--- src/rtl/phase_pd_vote_filter.sv ---
// Per-lane early/late vote filter ahead of the coarse phase-compensation controller.
// One registered direction/dead-band decision per window of WIN accepted PD samples.
module phase_pd_vote_filter #(
    parameter int NLANE    = 16,
    parameter int WIN      = 16,
    parameter int THRESH   = 4,
    parameter int LOCK_CNT = 8
) (
    input  logic             clk,
    input  logic             resetb,
    input  logic             enable,
    input  logic             pd_valid,
    input  logic [NLANE-1:0] pd_raw,
    output logic [NLANE-1:0] pd_out,
    output logic [NLANE-1:0] freeze,
    output logic             dec_strobe,
    output logic [NLANE-1:0] locked
);

    localparam int AW = $clog2(WIN) + 2;
    localparam int CW = $clog2(WIN);
    localparam int LW = $clog2(LOCK_CNT + 1);

    localparam logic signed [AW-1:0] ACC_ONE   = AW'(1);
    localparam logic signed [AW-1:0] ACC_THR_P = AW'(THRESH);
    localparam logic signed [AW-1:0] ACC_THR_N = -ACC_THR_P;
    localparam logic [CW-1:0]        CNT_LAST  = CW'(WIN - 1);
    localparam logic [CW-1:0]        CNT_ONE   = CW'(1);
    localparam logic [LW-1:0]        LOCK_MAX  = LW'(LOCK_CNT);
    localparam logic [LW-1:0]        LOCK_ONE  = LW'(1);

    // Dead-band windows bump the lock count (saturating); any direction restarts it.
    function automatic logic [LW-1:0] lock_step(input logic [LW-1:0] cnt, input logic hold);
        logic [LW-1:0] res;
        if (!hold) begin
            res = '0;
        end else if (cnt == LOCK_MAX) begin
            res = LOCK_MAX;
        end else begin
            res = cnt + LOCK_ONE;
        end
        return res;
    endfunction

    logic signed [AW-1:0] r_acc      [NLANE];
    logic signed [AW-1:0] w_acc_nxt  [NLANE];
    logic [LW-1:0]        r_lock_cnt [NLANE];
    logic [LW-1:0]        w_lock_nxt [NLANE];
    logic [CW-1:0]        r_win_cnt;
    logic [NLANE-1:0]     w_pd_nxt;
    logic [NLANE-1:0]     w_frz_nxt;
    logic [NLANE-1:0]     w_locked_nxt;
    logic                 w_accept;
    logic                 w_close;

    // Sample acceptance and window-close detection.
    always_comb begin
        w_accept = enable & pd_valid;
        w_close  = w_accept & (r_win_cnt == CNT_LAST);
    end

    // Per-lane vote update and the decision that would be issued if this sample closes the window.
    always_comb begin
        w_pd_nxt     = '0;
        w_frz_nxt    = '0;
        w_locked_nxt = '0;
        for (int i = 0; i < NLANE; i++) begin
            w_acc_nxt[i]  = '0;
            w_lock_nxt[i] = '0;
        end
        for (int i = 0; i < NLANE; i++) begin
            if (pd_raw[i]) begin
                w_acc_nxt[i] = r_acc[i] + ACC_ONE;
            end else begin
                w_acc_nxt[i] = r_acc[i] - ACC_ONE;
            end
            if (w_acc_nxt[i] >= ACC_THR_P) begin
                w_pd_nxt[i]  = 1'b1;
                w_frz_nxt[i] = 1'b0;
            end else if (w_acc_nxt[i] <= ACC_THR_N) begin
                w_pd_nxt[i]  = 1'b0;
                w_frz_nxt[i] = 1'b0;
            end else begin
                // Inside the dead band the controller keeps its last direction.
                w_pd_nxt[i]  = pd_out[i];
                w_frz_nxt[i] = 1'b1;
            end
            w_lock_nxt[i]   = lock_step(r_lock_cnt[i], w_frz_nxt[i]);
            w_locked_nxt[i] = (w_lock_nxt[i] == LOCK_MAX);
        end
    end

    // Window counter and vote accumulators.
    always_ff @(posedge clk or negedge resetb) begin
        if (!resetb) begin
            r_win_cnt <= '0;
            for (int i = 0; i < NLANE; i++) begin
                r_acc[i] <= '0;
            end
        end else if (!enable || w_close) begin
            r_win_cnt <= '0;
            for (int i = 0; i < NLANE; i++) begin
                r_acc[i] <= '0;
            end
        end else if (w_accept) begin
            r_win_cnt <= r_win_cnt + CNT_ONE;
            for (int i = 0; i < NLANE; i++) begin
                r_acc[i] <= w_acc_nxt[i];
            end
        end else begin
            r_win_cnt <= r_win_cnt;
        end
    end

    // Lock counters advance only on a real window close.
    always_ff @(posedge clk or negedge resetb) begin
        if (!resetb) begin
            for (int i = 0; i < NLANE; i++) begin
                r_lock_cnt[i] <= '0;
            end
        end else if (!enable) begin
            for (int i = 0; i < NLANE; i++) begin
                r_lock_cnt[i] <= '0;
            end
        end else if (w_close) begin
            for (int i = 0; i < NLANE; i++) begin
                r_lock_cnt[i] <= w_lock_nxt[i];
            end
        end else begin
            for (int i = 0; i < NLANE; i++) begin
                r_lock_cnt[i] <= r_lock_cnt[i];
            end
        end
    end

    // Registered decision outputs; freeze comes out of reset asserted so the controller holds.
    always_ff @(posedge clk or negedge resetb) begin
        if (!resetb) begin
            pd_out     <= '0;
            freeze     <= '1;
            dec_strobe <= 1'b0;
            locked     <= '0;
        end else if (!enable) begin
            dec_strobe <= 1'b0;
            locked     <= '0;
        end else if (w_close) begin
            pd_out     <= w_pd_nxt;
            freeze     <= w_frz_nxt;
            dec_strobe <= 1'b1;
            locked     <= w_locked_nxt;
        end else begin
            dec_strobe <= 1'b0;
        end
    end

endmodule

--- config.mk ---
export PLATFORM = sky130hd
export DESIGN_NAME = phase_pd_vote_filter
export DESIGN_NICKNAME = d
export VERILOG_FILES = /design/src/rtl/phase_pd_vote_filter.sv
export SDC_FILE = /design/constraint.sdc
export NUM_CORES = 1
export LEC_CHECK = 0
export ABC_CLOCK_PERIOD_IN_PS = 2400
export BUFFER_PORTS_ARGS = -buffer_cell sky130_fd_sc_hd__buf_2
export CAP_MARGIN = 0
export CORE_MARGIN = 5
export CORE_UTILIZATION = 35
export DETAILED_ROUTE_END_ITERATION = 10
export PLACE_DENSITY = 0.54
export SLEW_MARGIN = 40
export SYNTH_ARGS = -nofsm -noshare
export SYNTH_HDL_FRONTEND = slang
export SYNTH_SLANG_ARGS = --single-unit
--- constraint.sdc ---
create_clock -name clk -period 2.4 [get_ports clk]
set_input_delay 0.24 -clock clk [delete_from_list [all_inputs] [get_ports clk]]
set_output_delay 0.24 -clock clk [all_outputs]
set_load 0.005 [all_outputs]
=== After elaboration in Yosys (flattened, before gate mapping) ===
Cells that the tools add are included.

* Register bits: 213
* Input port bits: 20
* Output and inout port bits: 49
* Logic and storage cells: 327

* Add/sub/neg operators: 49
* Magnitude comparators: 32
* Equal/unequal tests: 34
* Muxes and demuxes: 122
* Bitwise logic cells: 2
* Reduce and logical (&&, ||, !) cells: 36

{| class="wikitable"
|+ Operators with widths
! kind !! count
|-
| $mux 96 || 2
|-
| $mux 4 || 34
|-
| $eq 4x4->1 const B || 33
|-
| $mux 64 || 2
|-
| $add 6x2->6 const B || 16
|-
| $ge 6x4->1 const B || 16
|-
| $le 6x3->1 const B || 16
|-
| $mux 6 || 16
|-
| $sub 6x2->6 const B || 16
|-
| $add 4x1->4 const B || 17
|-
| $mux 1 || 66
|-
| $reduce_and 3->1 || 16
|-
| $reduce_bool 2->1 || 17
|-
| $mux 16 || 2
|-
| $and 1x1->1 || 2
|-
| $ne 2x1->1 const B || 1
|-
| $reduce_and 2->1 || 1
|-
| $logic_not 1->1 || 1
|-
| $logic_or 1x1->1 || 1
|}

=== Logic depth before layout (Yosys ltp) ===
Gate-level depths: netlist of the first run.

* Depth after elaboration: 9
* Gate-level depth with buffers: 9
* Gate-level depth less buffers: 8

=== Worst setup path after synthesis of the first run ===
OpenSTA, ideal clock, no wires.

* Path kind: register to register
* Start: reg r_acc[78] in the netlist's numbering
* End: reg r_lock_cnt[54] in the netlist's numbering
* Library setup time: 0.090 ns
* Arrival time: 2.151 ns
* Required time: 2.310 ns
* Slack: 0.159 ns
* Stages on the path, launching flop included: 9
* Buffers on the path: 0
* Clock period less this slack: 2.241 ns
* Cells stage by stage: dfrtp_1 > inv_1 > fa_1 > nand2b_1 > a21oi_1 > xor2_1 > or3_1 > mux2_4 > o31ai_4

* Longest elaborated chain between the ends: 8
* Elaborated cells between the ends (all ways): 10
* Those cells by class: 2 x add/sub; 2 x order compare; 6 x mux

{| class="wikitable"
|+ RTL lines
! item !! RTL line !! source
|-
| start: declaration || 45 || <nowiki>logic signed [AW-1:0] r_acc [NLANE];</nowiki>
|-
| start signal: indexed assignment || 108 || <nowiki>r_acc[i] <= w_acc_nxt[i];</nowiki>
|-
| $sub 6x2->6 or $add 6x2->6 (tied branches) || 75, 73 ||
|-
| $mux 6 (*) || 72 || <nowiki>if (pd_raw[i]) begin</nowiki>
|-
| $le 6x3->1 || 80 || <nowiki>end else if (w_acc_nxt[i] <= ACC_THR_N) begin</nowiki>
|-
| $mux 1 || 80 ||
|-
| $mux 1 (*) || 77 || <nowiki>if (w_acc_nxt[i] >= ACC_THR_P) begin</nowiki>
|-
| $mux 4 (*) || 35 || <nowiki>if (!hold) begin</nowiki>
|-
| $mux 64 (*) || 125 || <nowiki>end else if (w_close) begin</nowiki>
|-
| $mux 64 (*) || 121 || <nowiki>end else if (!enable) begin</nowiki>
|-
| end signal: indexed assignment || 127 || <nowiki>r_lock_cnt[i] <= w_lock_nxt[i];</nowiki>
|-
| end signal: indexed assignment || 131 || <nowiki>r_lock_cnt[i] <= r_lock_cnt[i];</nowiki>
|-
| end: declaration || 47 || <nowiki>logic [LW-1:0] r_lock_cnt [NLANE];</nowiki>
|}

Every way passes the cells marked *; elsewhere a longest branch is shown, timed or not. The select of a mux whose other input is x is not followed.
A chain may end at the register's enable or synchronous reset.

=== Worst setup path in the final report of the first run ===
* Start: reg r_acc[7] in the netlist's numbering
* End: reg r_lock_cnt[6] in the netlist's numbering

The elaborated chain is that of the path after synthesis.

==> flow_metrics.env, run 1 <==
export IMPL_netlist_instances=1376
export IMPL_timing_fmax_mhz=436
export IMPL_overflow=0
export IMPL_ys_seq_elements=213
export IMPL_htreeDepth=1
export IMPL_clock_latency_ps=530
export IMPL_place_congestion=0.812
export IMPL_vias=9806
export IMPL_path_buf_inv=1
export IMPL_core_area_mm2=0.0373
export IMPL_maxCapViolCount=0
export IMPL_vias_per_cell=4.97
export IMPL_syn_area_mm2=0.0131
export IMPL_final_max_slew_viol_count=0
export IMPL_timing_final_crit_period_ps=2290
export IMPL_fin_util_pct=41.0
export IMPL_synthesis_nets=1525
export IMPL_fin_skew_ps=13.5
export IMPL_worstSetupPathType="flip-flop to flip-flop"
export IMPL_instances_no_fill=1972
export IMPL_tns_ps=0
export IMPL_hold_path_class="input pin to flip-flop"
export IMPL_setup_viol=0
export IMPL_cpMaxStageDelayCell="fa_1"
export IMPL_required_ps=2840
export IMPL_relSlewSlack_pct=52.7
export IMPL_cts_sinks=213
export IMPL_cp_arrival_ps=2730
export IMPL_worst_pin_slew_ps=710
export IMPL_dp_cells=1921
export IMPL_status="complete, no violations"
export IMPL_grt_antenna_before_repair=3
export IMPL_grt_pass1_vias=9705
export IMPL_synthArstFlopShare_pct=100
export IMPL_routedWlPerCell_um=15.2
export IMPL_ant_nets=0
export IMPL_drc=0
export IMPL_final_nets=1627
export IMPL_avgSynthCellArea_um2=9.54
export IMPL_io_pins=69
export IMPL_io_buffers=68
export IMPL_grt_usage_pct=14.5
export IMPL_final_common_cell="dfrtp_1"
export IMPL_start_kind="flip-flop"
export IMPL_grt_pass1_wl_um=50600
export IMPL_max_stage_delay_ps=400
export IMPL_hold_viol_final=0
export IMPL_synth_ff_type="dfrtp_1"
export IMPL_grt_max_degree=66
export IMPL_yosys_cell_types_count=51
export IMPL_clk_root_buffer_cell="clkbuf_16"
export IMPL_cp_end_kind="flip-flop"
export IMPL_initial_core_util_pct=35.2
export IMPL_die_x_um=204
export IMPL_power_density_mw_per_mm2=668
export IMPL_clk_pin_slew_ps=60
export IMPL_path_delay_family="simple AND/OR/NAND/NOR gates"
export IMPL_finalWirelength_um=29900
export IMPL_die_height_um=204
export IMPL_yosysSeqAreaShare_pct=40.8
export IMPL_crit_chain="inv_1 > fa_1 > nand2b_1 > a21oi_1 > xor2_1 > or3_4 > mux2_4 > o31ai_2"
export IMPL_synth_edf_count=0
export IMPL_path_max_fanout=4
export IMPL_dieArea_mm2=0.0415
export IMPL_rows=71
export IMPL_area_growth_pct=16.5
export IMPL_cts_buffer_depth=3
export IMPL_place_hpwl_um=20400
export IMPL_cts_tree="done"
export IMPL_final_cell_mix="197 x dfrtp_1, 166 x nand2_1, 156 x o21ai_0"
export IMPL_multi_input_area_mm2=0.00735
export IMPL_ys_warn_count=0
export IMPL_regArea_mm2=0.00535
export IMPL_fill_cells=3654
export IMPL_vdd_drop_max_v=0.000327
export IMPL_drive_above_1_share_pct=17.3
export IMPL_drt_iter0_drc=435
export IMPL_cts_buffers=25
export IMPL_leakage_nw=6.87
export IMPL_drt_pass1_iterations=5
export IMPL_post_route_period_util_pct=95.5
kinds of logic after synthesis:
family / Yosys count / share of synthesized area (%)
mux: 34 / 3.09
compound gates: 379 / 19.0
fa+ha+maj: 129 / 13.2
buf+inv: 149 / 4.29
simple gates: 351 / 11.4
flops: 213 / 40.8
xor+xnor: 121 / 8.19
area by class of cell:
class / count / share of cell area, %
Sequential cell: 213 / 35.0
Tap cell: 474 / 3.88
Timing Repair Buffer: 119 / 5.46
Clock buffer: 42 / 4.83
Clock inverter: 4 / 0.172
Inverter: 105 / 2.58
Antenna cell: 1 / 0.0164
Multi-Input combinational cell: 1014 / 48.1
where the power goes:
part	total, mW	internal (mW)	leakage (nW)	switching, mW
registers	3.95	3.81	2.76	0.144
logic	2.66	1.13	3.74	1.53
clock network	3.60	2.09	0.371	1.51
total	10.2	7.03	6.87	3.19
Yosys cell counts, types with 7 or more instances:
cell type / count / share of area [%]
o21bai_1: 16 / 0.92
o21ai_1: 9 / 0.34
a211oi_2: 13 / 1.2
a21oi_1: 70 / 2.7
fa_1: 16 / 2.4
nand2_1: 167 / 4.8
nand2b_1: 16 / 0.76
o22ai_1: 19 / 0.91
o21ai_0: 156 / 5.9
mux2_4: 11 / 1.3
a22o_1: 38 / 2.5
xor2_1: 77 / 5.1
a32o_1: 7 / 0.53
ha_1: 113 / 11
nor2_1: 103 / 2.9
xnor2_1: 42 / 2.8
clkbuf_1: 39 / 1.1
dfrtp_1: 197 / 38
inv_1: 103 / 2.9
or3_1: 11 / 0.52
dfstp_2: 16 / 3.2
nor3_1: 7 / 0.27
a21bo_2: 11 / 0.84
o31ai_2: 8 / 0.76
mux2i_1: 19 / 1.4
nand3_1: 30 / 1.1
metrics by stage:
stage / instance area, um^2 / power (mW) / hold slack [ps] / setup WS, ps
2_1_floorplan: 13100 / 5.85 / -55.6 / 159
3_3_place_gp: 14400 / 6.54 / 249 / 59.5
4_1_cts: 15100 / 10.3 / 68.5 / 38.5
6_report: 15300 / 10.2 / 86.9 / 107
3_5_place_dp: 14400 / 6.58 / 246 / 4.03
5_1_grt: 15300 / 10.9 / 88.5 / -16.6
timing repair:
action,in CTS,in global routing
setup endpoints to repair,0,46
hold endpoints to repair,52,0
gates resized for setup,0,26
setup buffers,0,3
hold buffers,1,0
path summary, 6_finish.rpt:
path | startpoint | end | slack, ps | cells past startpoint
min | enable | r_win_cnt[2] | 90 | 3
min reg2reg | freeze[3] | freeze[3] | 460 | 2
max in group asynchronous | resetb | freeze[1] | 1390 | 3
max reg2reg | r_acc[7] | r_lock_cnt[6] | 110 | 8
min in group asynchronous | resetb | r_lock_cnt[14] | 250 | 2
max | r_acc[7] | r_lock_cnt[6] | 110 | 8
layer usage:
metal | up-vias | wire length, um | global-route usage [%]
li1 | 4963 | - | -
met1 | 4689 | 15500 | 21.6
met2 | 116 | 12700 | 21.9
met3 | 34 | 1230 | 2.67
met4 | 4 | 439 | 3.11
met5 | - | 27 | 0
registers in the layout, indices dropped and copies added, names as in the netlist:
name	count
freeze	16
locked	16
pd_out	16
r_lock_cnt	64
r_acc	96
dec_strobe	1
r_win_cnt	4
worst register-to-register path, cell delays in order, from the launching register on:
cell and delay [ps]:
dfrtp_1 370, inv_1 60, fa_1 400, nand2b_1 160, a21oi_1 170, xor2_1 130, or3_4 400, mux2_4 300
o31ai_2 220
Note: power is estimated with default switching activity, not from simulation.
==> inputs of run 2 (changes only) <==
RECOVER_POWER = 100   (was default)
==> flow_metrics.env, run 2 (synthesis gave the netlist of run 1 again) <==
export IMPL_vdd_drop_max_v=0.000328
export IMPL_timing_final_crit_period_ps=2290
export IMPL_rows=71
export IMPL_grt_usage_pct=14.5
export IMPL_die_x_um=204
export IMPL_setup_viol=0
export IMPL_routedWlPerCell_um=15.2
export IMPL_hold_viol_final=0
export IMPL_core_area_mm2=0.0373
export IMPL_leakage_nw=6.76
export IMPL_io_buffers=68
export IMPL_htreeDepth=1
export IMPL_timing_fmax_mhz=436
export IMPL_grt_pass1_vias=9705
export IMPL_worst_pin_slew_ps=1740
export IMPL_hold_path_class="input pin to flip-flop"
export IMPL_cp_arrival_ps=2730
export IMPL_start_kind="flip-flop"
export IMPL_cts_tree="done"
export IMPL_min_path_cells=3
export IMPL_topRoutingLayerUsed="met5"
export IMPL_final_common_cell="dfrtp_1"
export IMPL_post_route_period_util_pct=95.5
export IMPL_holdPathEnd="r_win_cnt[2]"
export IMPL_vias=9821
export IMPL_grt_pass1_wl_um=50600
export IMPL_wl_met1_um=15600
export IMPL_clk_pin_slew_ps=60
export IMPL_r2r_setup_slack_ps=110
export IMPL_cp_end_kind="flip-flop"
export IMPL_drt_pass1_iterations=5
export IMPL_finalInstanceArea_mm2=0.0152
export IMPL_top_register="r_acc"
export IMPL_die_height_um=204
export IMPL_maxCapViolCount=1
export IMPL_drt_iter0_drc=465
export IMPL_clock_latency_ps=530
export IMPL_io_pins=69
export IMPL_worstSetupPathType="flip-flop to flip-flop"
export IMPL_status="finished with violations"
export IMPL_largest_reg_flops=96
export IMPL_hold_path_startpoint="enable"
export IMPL_tns_ps=0
export IMPL_clk_root_buffer_cell="clkbuf_16"
export IMPL_violations="capacitance limit, slew limit"
export IMPL_place_congestion=0.812
export IMPL_relSlewSlack_pct=-15.9
export IMPL_required_ps=2840
export IMPL_post_dp_cell_area_mm2=0.0144
export IMPL_dieArea_mm2=0.0415
export IMPL_place_hpwl_um=20400
export IMPL_reg2regPathDepth=8
export IMPL_drc=0
export IMPL_grt_max_degree=66
export IMPL_overflow=0
export IMPL_finalWirelength_um=30000
export IMPL_met3_length_um=1170
export IMPL_vias_per_cell=4.98
export IMPL_cts_buffer_depth=3
export IMPL_fin_util_pct=40.8
export IMPL_wl_met2_um=12800
export IMPL_final_cell_mix="197 x dfrtp_1, 166 x nand2_1, 156 x o21ai_0"
export IMPL_path_max_fanout=4
export IMPL_fill_cells=3676
export IMPL_initial_core_util_pct=35.2
export IMPL_ant_nets=0
export IMPL_top_regs="r_acc x96, r_lock_cnt x64"
export IMPL_post_layout_total_power_mw=10.2
export IMPL_power_density_mw_per_mm2=671
export IMPL_drive_above_1_share_pct=14.6
export IMPL_rr_endpoint="r_lock_cnt[6]"
export IMPL_fin_skew_ps=14.2
export IMPL_cts_buffers=25
export IMPL_final_max_slew_viol_count=63
export IMPL_area_growth_pct=15.8
export IMPL_cts_sinks=213
export IMPL_final_nets=1627
export IMPL_worstReg2RegStart="r_acc[7]"
export IMPL_grt_antenna_before_repair=3
==> run 2: cell types whose count changed in the layout (fill, tap and decap cells not counted), moves of 2 or more <==
| cell | change |
|---|---|
| buf_2 | -31 |
| buf_4 | -2 |
| clkbuf_1 | +31 |
| clkbuf_2 | +3 |
| dfstp_1 | +8 |
| buf_6 | +2 |
| dfstp_2 | -8 |
| buf_12 | -3 |
==> run 2: how the worst max path moves through the flow <==
| stage | startpoint | to | slack [ps] | depth (start not counted) |
|---|---|---|---|---|
| global placement | pd_raw[11] | r_lock_cnt[16] | 60 | 10 |
| detailed placement | pd_raw[15] | r_lock_cnt[1] | 4 | 9 |
| finish | r_acc[7] | r_lock_cnt[6] | 110 | 8 |
| global route | r_acc[19] | r_lock_cnt[14] | -20 | 8 |
| floorplan | r_acc[78] | r_lock_cnt[54] | 160 | 8 |
| CTS | r_acc[24] | r_lock_cnt[16] | 40 | 9 |
==> run 2: through the flow <==
stage          hold WS (ps)  worst slack, ps  std cells
5_1_grt                55.4            -16.6       1971
3_3_place_gp            249             59.5       1921
6_report               60.9              108       1972
4_1_cts                68.5             38.5       1968
2_1_floorplan         -55.6              159       1376
3_5_place_dp            246             4.03       1921
==> run 2: power by group <==
group / switching, mW / total (mW) / leakage (nW) / internal [mW]
Sequential: 0.144 / 3.95 / 2.76 / 3.81
Clock: 1.51 / 3.60 / 0.371 / 2.09
Combinational: 1.53 / 2.65 / 3.63 / 1.12
Total: 3.19 / 10.2 / 6.76 / 7.02
==> run 2: layout make-up <==
type / instances / area (um^2) / area share [%]
antenna: 1 / 2.50 / 0.0165
clock buffer: 42 / 739 / 4.86
clock inverter: 4 / 26.3 / 0.173
inverter: 105 / 394 / 2.59
multi-input combinational: 1014 / 7350 / 48.3
sequential: 213 / 5350 / 35.2
tap: 474 / 593 / 3.90
timing repair buffer: 119 / 752 / 4.95
==> run 2: worst max-delay path: stages, from the launching register on <==
cell and delay (ps):
dfrtp_1 370, inv_1 60, fa_1 400, nand2b_1 160, a21oi_1 170, xor2_1 130
or3_4 400, mux2_4 300, o31ai_2 220
==> run 2: timing repair <==
item / CTS / global route
hold buffers: 1 / 0
endpoints found under the setup margin: 0 / 46
buffers inserted: 0 / 3
endpoints found under the hold margin: 52 / 0
resized for setup: 0 / 26
==> run 2: per-layer routing <==
metal / vias up / GRT usage, %
met3: 34 / 2.67
met1: 4702 / 21.6
met4: 4 / 3.11
met5: - / 0
li1: 4963 / -
met2: 118 / 21.9
